[src/rtl/rf_pkg.sv]
// Shared definitions for the register-file sequencer: widths, opcodes and FSM states.
package rf_pkg;

    localparam int unsigned RF_DW = 3;
    localparam int unsigned RF_AW = 2;

    typedef enum logic [1:0] {
        OP_LOAD = 2'b00,
        OP_ADD  = 2'b01,
        OP_MOVE = 2'b10,
        OP_OUT  = 2'b11
    } op_e;

    typedef enum logic [1:0] {
        S_IDLE = 2'b00,
        S_RD   = 2'b01,
        S_EX   = 2'b10,
        S_WB   = 2'b11
    } state_e;

endpackage

[src/rtl/rf_seq_alu.sv]
// Combinational add/pass unit for the sequencer's EX stage.
// With SAT_ADD_EN defined, an ADD that carries out clamps to all-ones instead of wrapping.
module rf_seq_alu
    import rf_pkg::*;
#(
    parameter int unsigned DW = RF_DW
) (
    input  logic          i_add,
    input  logic [DW-1:0] i_a,
    input  logic [DW-1:0] i_b,
    output logic [DW-1:0] o_res_c,
    output logic          o_carry_c
);

    logic [DW:0] w_sum;

    always_comb begin
        w_sum     = (DW+1)'(i_a) + (DW+1)'(i_b);
        o_carry_c = i_add & w_sum[DW];
        o_res_c   = i_a;
        if (i_add) begin
`ifdef SAT_ADD_EN
            o_res_c = w_sum[DW] ? {DW{1'b1}} : w_sum[DW-1:0];
`else
            o_res_c = w_sum[DW-1:0];
`endif
        end
    end

endmodule

[src/rtl/rf_sequencer.sv]
// Multi-cycle controller driving a two-read/one-write register file (IDLE->RD->EX->WB).
// Optional SAT_ADD_EN macro selects saturating ADD inside rf_seq_alu.
module rf_sequencer
    import rf_pkg::*;
#(
    parameter int unsigned DW = RF_DW,
    parameter int unsigned AW = RF_AW
) (
    input  logic          clk,
    input  logic          rst,
    input  logic          instr_valid,
    output logic          instr_ready,
    input  logic [1:0]    instr_op,
    input  logic [AW-1:0] instr_dst,
    input  logic [AW-1:0] instr_sa,
    input  logic [AW-1:0] instr_sb,
    input  logic [DW-1:0] instr_imm,
    output logic          rf_rea,
    output logic          rf_reb,
    output logic [AW-1:0] rf_raa,
    output logic [AW-1:0] rf_rab,
    input  logic [DW-1:0] rf_douta,
    input  logic [DW-1:0] rf_doutb,
    output logic          rf_we,
    output logic [AW-1:0] rf_wa,
    output logic [DW-1:0] rf_din,
    output logic [DW-1:0] result,
    output logic          result_valid,
    output logic          done,
    output logic          ovf
);

    state_e        r_state, w_state_nxt;
    op_e           r_op;
    logic [AW-1:0] r_dst;
    logic [DW-1:0] r_opa, r_opb;

    logic          r_ready, r_rea, r_reb, r_we, r_rv, r_done, r_ovf;
    logic [AW-1:0] r_raa, r_rab, r_wa;
    logic [DW-1:0] r_din, r_result;

    logic          w_ready, w_rea, w_reb, w_we, w_rv, w_done, w_ovf;
    logic [AW-1:0] w_raa, w_rab, w_wa;
    logic [DW-1:0] w_din, w_result;

    logic          w_accept;
    op_e           w_op_in;
    logic [DW-1:0] w_alu_res;
    logic          w_alu_carry;

    assign w_op_in  = op_e'(instr_op);
    assign w_accept = instr_valid & r_ready;

    rf_seq_alu #(.DW(DW)) u_alu (
        .i_add     (r_op == OP_ADD),
        .i_a       (r_opa),
        .i_b       (r_opb),
        .o_res_c   (w_alu_res),
        .o_carry_c (w_alu_carry)
    );

    always_ff @(posedge clk or posedge rst) begin
        if (rst) r_state <= S_IDLE;
        else     r_state <= w_state_nxt;
    end

    // Outputs are computed for the state being entered so every port comes straight from a flop.
    always_comb begin
        w_state_nxt = r_state;
        w_rea       = 1'b0;
        w_reb       = 1'b0;
        w_raa       = '0;
        w_rab       = '0;
        w_we        = 1'b0;
        w_wa        = '0;
        w_din       = '0;
        w_done      = 1'b0;
        w_rv        = 1'b0;
        w_result    = r_result;
        w_ovf       = r_ovf;
        case (r_state)
            S_IDLE: begin
                if (w_accept) begin
                    if (w_op_in == OP_LOAD) begin
                        w_state_nxt = S_WB;
                        w_we        = 1'b1;
                        w_wa        = instr_dst;
                        w_din       = instr_imm;
                        w_done      = 1'b1;
                    end else begin
                        w_state_nxt = S_RD;
                        w_rea       = 1'b1;
                        w_raa       = instr_sa;
                        if (w_op_in == OP_ADD) begin
                            w_reb = 1'b1;
                            w_rab = instr_sb;
                        end
                    end
                end
            end
            S_RD: w_state_nxt = S_EX;
            S_EX: begin
                w_state_nxt = S_WB;
                w_done      = 1'b1;
                if (r_op == OP_OUT) begin
                    w_result = w_alu_res;
                    w_rv     = 1'b1;
                end else begin
                    w_we  = 1'b1;
                    w_wa  = r_dst;
                    w_din = w_alu_res;
                end
                w_ovf = r_ovf | w_alu_carry;
            end
            S_WB:    w_state_nxt = S_IDLE;
            default: w_state_nxt = S_IDLE;
        endcase
        w_ready = (w_state_nxt == S_IDLE);
    end

    always_ff @(posedge clk or posedge rst) begin
        if (rst) begin
            r_op     <= OP_LOAD;
            r_dst    <= '0;
            r_opa    <= '0;
            r_opb    <= '0;
            r_ready  <= 1'b1;
            r_rea    <= 1'b0;
            r_reb    <= 1'b0;
            r_raa    <= '0;
            r_rab    <= '0;
            r_we     <= 1'b0;
            r_wa     <= '0;
            r_din    <= '0;
            r_result <= '0;
            r_rv     <= 1'b0;
            r_done   <= 1'b0;
            r_ovf    <= 1'b0;
        end else begin
            if (r_state == S_IDLE && w_accept) begin
                r_op  <= w_op_in;
                r_dst <= instr_dst;
            end
            if (r_state == S_RD) begin
                r_opa <= rf_douta;
                r_opb <= rf_doutb;
            end
            r_ready  <= w_ready;
            r_rea    <= w_rea;
            r_reb    <= w_reb;
            r_raa    <= w_raa;
            r_rab    <= w_rab;
            r_we     <= w_we;
            r_wa     <= w_wa;
            r_din    <= w_din;
            r_result <= w_result;
            r_rv     <= w_rv;
            r_done   <= w_done;
            r_ovf    <= w_ovf;
        end
    end

    assign instr_ready  = r_ready;
    assign rf_rea       = r_rea;
    assign rf_reb       = r_reb;
    assign rf_raa       = r_raa;
    assign rf_rab       = r_rab;
    assign rf_we        = r_we;
    assign rf_wa        = r_wa;
    assign rf_din       = r_din;
    assign result       = r_result;
    assign result_valid = r_rv;
    assign done         = r_done;
    assign ovf          = r_ovf;

endmodule

[config.mk]
export PLATFORM = sky130hd
export DESIGN_NAME = rf_sequencer
export DESIGN_NICKNAME = d
export VERILOG_FILES = /design/src/rtl/rf_pkg.sv /design/src/rtl/rf_seq_alu.sv /design/src/rtl/rf_sequencer.sv
export SDC_FILE = /design/constraint.sdc
export NUM_CORES = 1
export LEC_CHECK = 0
export CAP_MARGIN = 15
export CELL_PAD_IN_SITES_DETAIL_PLACEMENT = 1
export CELL_PAD_IN_SITES_GLOBAL_PLACEMENT = 1
export CORE_MARGIN = 3
export CORE_UTILIZATION = 36
export CTS_CLUSTER_DIAMETER = 80
export DETAILED_ROUTE_END_ITERATION = 16
export PLACE_DENSITY_LB_ADDON = 0.1
export REMOVE_ABC_BUFFERS = 1
export SYNTH_ARGS = -nofsm -noshare
export SYNTH_HDL_FRONTEND = slang
export SYNTH_SLANG_ARGS = --single-unit
[constraint.sdc]
create_clock -name clk -period 2.2 [get_ports clk]
set_clock_uncertainty 0.15 [all_clocks]
set_input_delay 0.22 -clock clk [delete_from_list [all_inputs] [get_ports clk]]
set_output_delay 0.22 -clock clk [all_outputs]
set_load 0.02 [all_outputs]
==> run metrics <==
H-tree levels 2; post-synthesis mux area share 11.8%; Setup crit start kind flip-flop; Yosys cell types 30; drt drc 0; # rows 21; synthesized instance count 94; n_diodes 0; slowest stage delay, CP 620 ps; most common library cell in the layout ignoring fill and taps clkdlybuf4s50_1; Compound-Gate Fraction of Synth Area 8.31%; first-pass GRT wire length 4940 um; CTS tree built; Routability Congestion 0.716; number of global-route vias before repair 1001; root buffer cell clkbuf_4; core area 3420 um^2; vias post-DR 890; Area growth, synth to finish 39.3%; largest area contributor in the netlist dfrtp_1; Post-Synth Adder-Cell Area 7.26%; maximum VDD drop 0.000608 V; Fin. Hold Viols 0; final worst slack 289 ps; total negative setup slack 0 ps; Leakage Power 0.000818 uW; min cycle time layout 1910 ps; Setup Buffers After CTS 0; critical path peak fanout 5; Pwr Density 1260 nW/um^2; Final #Nets 166; hold_buf cts 0; worst slew pin tran 546 ps; Crit path max-delay family buffers and inverters; #FFs+latches synth 31; most frequent cells in the layout clkdlybuf4s50_1 (38), dfrtp_1 (30), mux2_2 (12); Critical path buffers and inverters 1; initial antenna violation count 0; Worst-Skew Late Latency 320 ps; CP cell instances clkdlybuf4s50_1; TritonCTS Sinks 31; Fmax 0.523 GHz; RSZ-0062 raised after global routing false; Reg area 777 um^2; simple-gate portion of the synthesized area 11.2%; Netlist Area Pre-Place 1310 um^2; die area 4400 um^2; Synth Area in XOR/XNOR 0.669%; Final Core Density 53.4%; Post-CTS Resized 0; CTS max path bufs 2; Final ANT Viol Nets 0; Finish-stage setup viols 0; PortBufs 38; final WL 2710 um; TritonCTS buffer count 5; fill count 364; die height 66.3 um; Worst Path Arrival 1540 ps; Hold Path Class in2async; register area share after synthesis 59.3%; slowest CP cell clkdlybuf4s50_1; Post-DP HPWL 2180 um; Final period util 86.9%; Final Power 2300 uW; post-synth top area share 57.3%; Avg WL per Cell 14.6 um; multi-input logic area 514 um^2; First DRT Iteration DRCs 13; Critical Path RT 1830 ps; Avg Cell Area, Syn 13.9 um^2; total I/O pin count 39; synth warn 0; Slew Limit Fails 0; outcome completed; largest family of logic cells by synthesized area multiplexers; Initial Utilization 38.4%; GRT Residual Overflow 0; worst hold margin 94.9 ps; via/cell ratio 4.78; Die X 66.3 um; GRT Util Overall 15.1%; Pre-antenna DRT Iters 4; dpl ws 318 ps; synth top area cells dfrtp_1 (57%), mux2_2 (10%), ha_1 (5.7%), and2_1 (2.4%), dfstp_2 (2.0%); share of cells above drive strength 1 19.3%; Max-Cap Viols 0; Worst-path clk slew 90 ps; pin count of the biggest net entering global routing 20; crit end category output pin; Max-Slew Margin vs Limit 63.5%; critical path class reg2out
-- cell type report --
| cell class | instances | share of cell area, % |
|---|---|---|
| clock buffer | 7 | 3.02 |
| inverter | 4 | 0.823 |
| tap | 46 | 3.16 |
| multi-input combinational | 58 | 28.2 |
| sequential | 31 | 42.6 |
| clock inverter | 1 | 0.274 |
| timing repair buffer | 39 | 21.9 |
-- metal layers --
layer / part of all wire [%] / vias up / track usage (%)
met5: 0 / - / 0
met4: 1.1 / 0 / 5.08
met3: 7.2 / 5 / 5.10
met2: 51 / 27 / 24.9
met1: 40 / 443 / 18.4
li1: - / 415 / -
-- state kept, by name (all words and copies together), names as in the netlist --
register      count
instr_ready       1
r_op              2
r_opb             3
ovf               1
r_dst             2
result_valid      1
rf_wa             2
rf_raa            2
rf_we             1
rf_din            3
rf_reb            1
result            3
r_state           2
r_opa             3
rf_rea            1
done              1
rf_rab            2
-- where the power goes --
part / internal (uW) / leakage, uW / total, uW / switching (uW)
Clock: 155 / 0.0000353 / 338 / 183
Combinational: 529 / 0.000392 / 1030 / 497
Sequential: 787 / 0.000391 / 940 / 154
-- Yosys cell counts --
| cell type | number |
|---|---|
| a22o_1 | 2 |
| dfstp_2 | 1 |
| inv_1 | 4 |
| and2_1 | 5 |
| a211oi_2 | 1 |
| nor2_1 | 4 |
| or2_2 | 1 |
| nand3_4 | 1 |
| a21o_1 | 1 |
| ha_1 | 6 |
| nand2_1 | 4 |
| xor2_1 | 1 |
| nor2b_2 | 1 |
| o21ai_0 | 1 |
| o2111a_1 | 1 |
| o2bb2ai_1 | 2 |
| fa_1 | 1 |
| clkbuf_1 | 1 |
| nand2b_1 | 1 |
| and3_1 | 1 |
| nor3_4 | 1 |
| o21bai_1 | 1 |
| nor2b_1 | 1 |
| nand3_1 | 1 |
| mux2_2 | 12 |
| mux2i_1 | 2 |
| nor3b_2 | 1 |
| a221o_1 | 1 |
| a21oi_1 | 4 |
| dfrtp_1 | 30 |
-- path summary, 6_finish.rpt --
check	depth (start not counted)	slack, ps	startpoint	to
worst max register to register	5	300	r_opa[0]$_DFFE_PP0N_	rf_din[2]$_DFF_PP0_
max in group asynchronous	3	1320	rst	r_dst[1]$_DFFE_PP0P_
min in group clk	2	310	instr_sb[0]	rf_rab[0]$_DFF_PP0_
worst min-delay path	2	90	rst	r_state[1]$_DFF_PP0_
worst min register to register	1	350	r_dst[1]$_DFFE_PP0P_	rf_wa[1]$_DFF_PP0_
worst max-delay path	1	290	instr_ready$_DFF_PP1_	instr_ready
-- logic make-up after synthesis --
family,after synthesis
xor+xnor,1
simple gates,22
compound gates,14
buf+inv,5
fa+ha+maj,7
flops,31
mux,14
-- metrics by stage --
step / area [um^2] / instances
after CTS: 1820 / 186
after floorplan: 1310 / 93
after global routing: 1820 / 186
final: 1820 / 186
after detailed placement: 1760 / 178
after global placement: 1760 / 178
(Power assumes the default switching activity.)
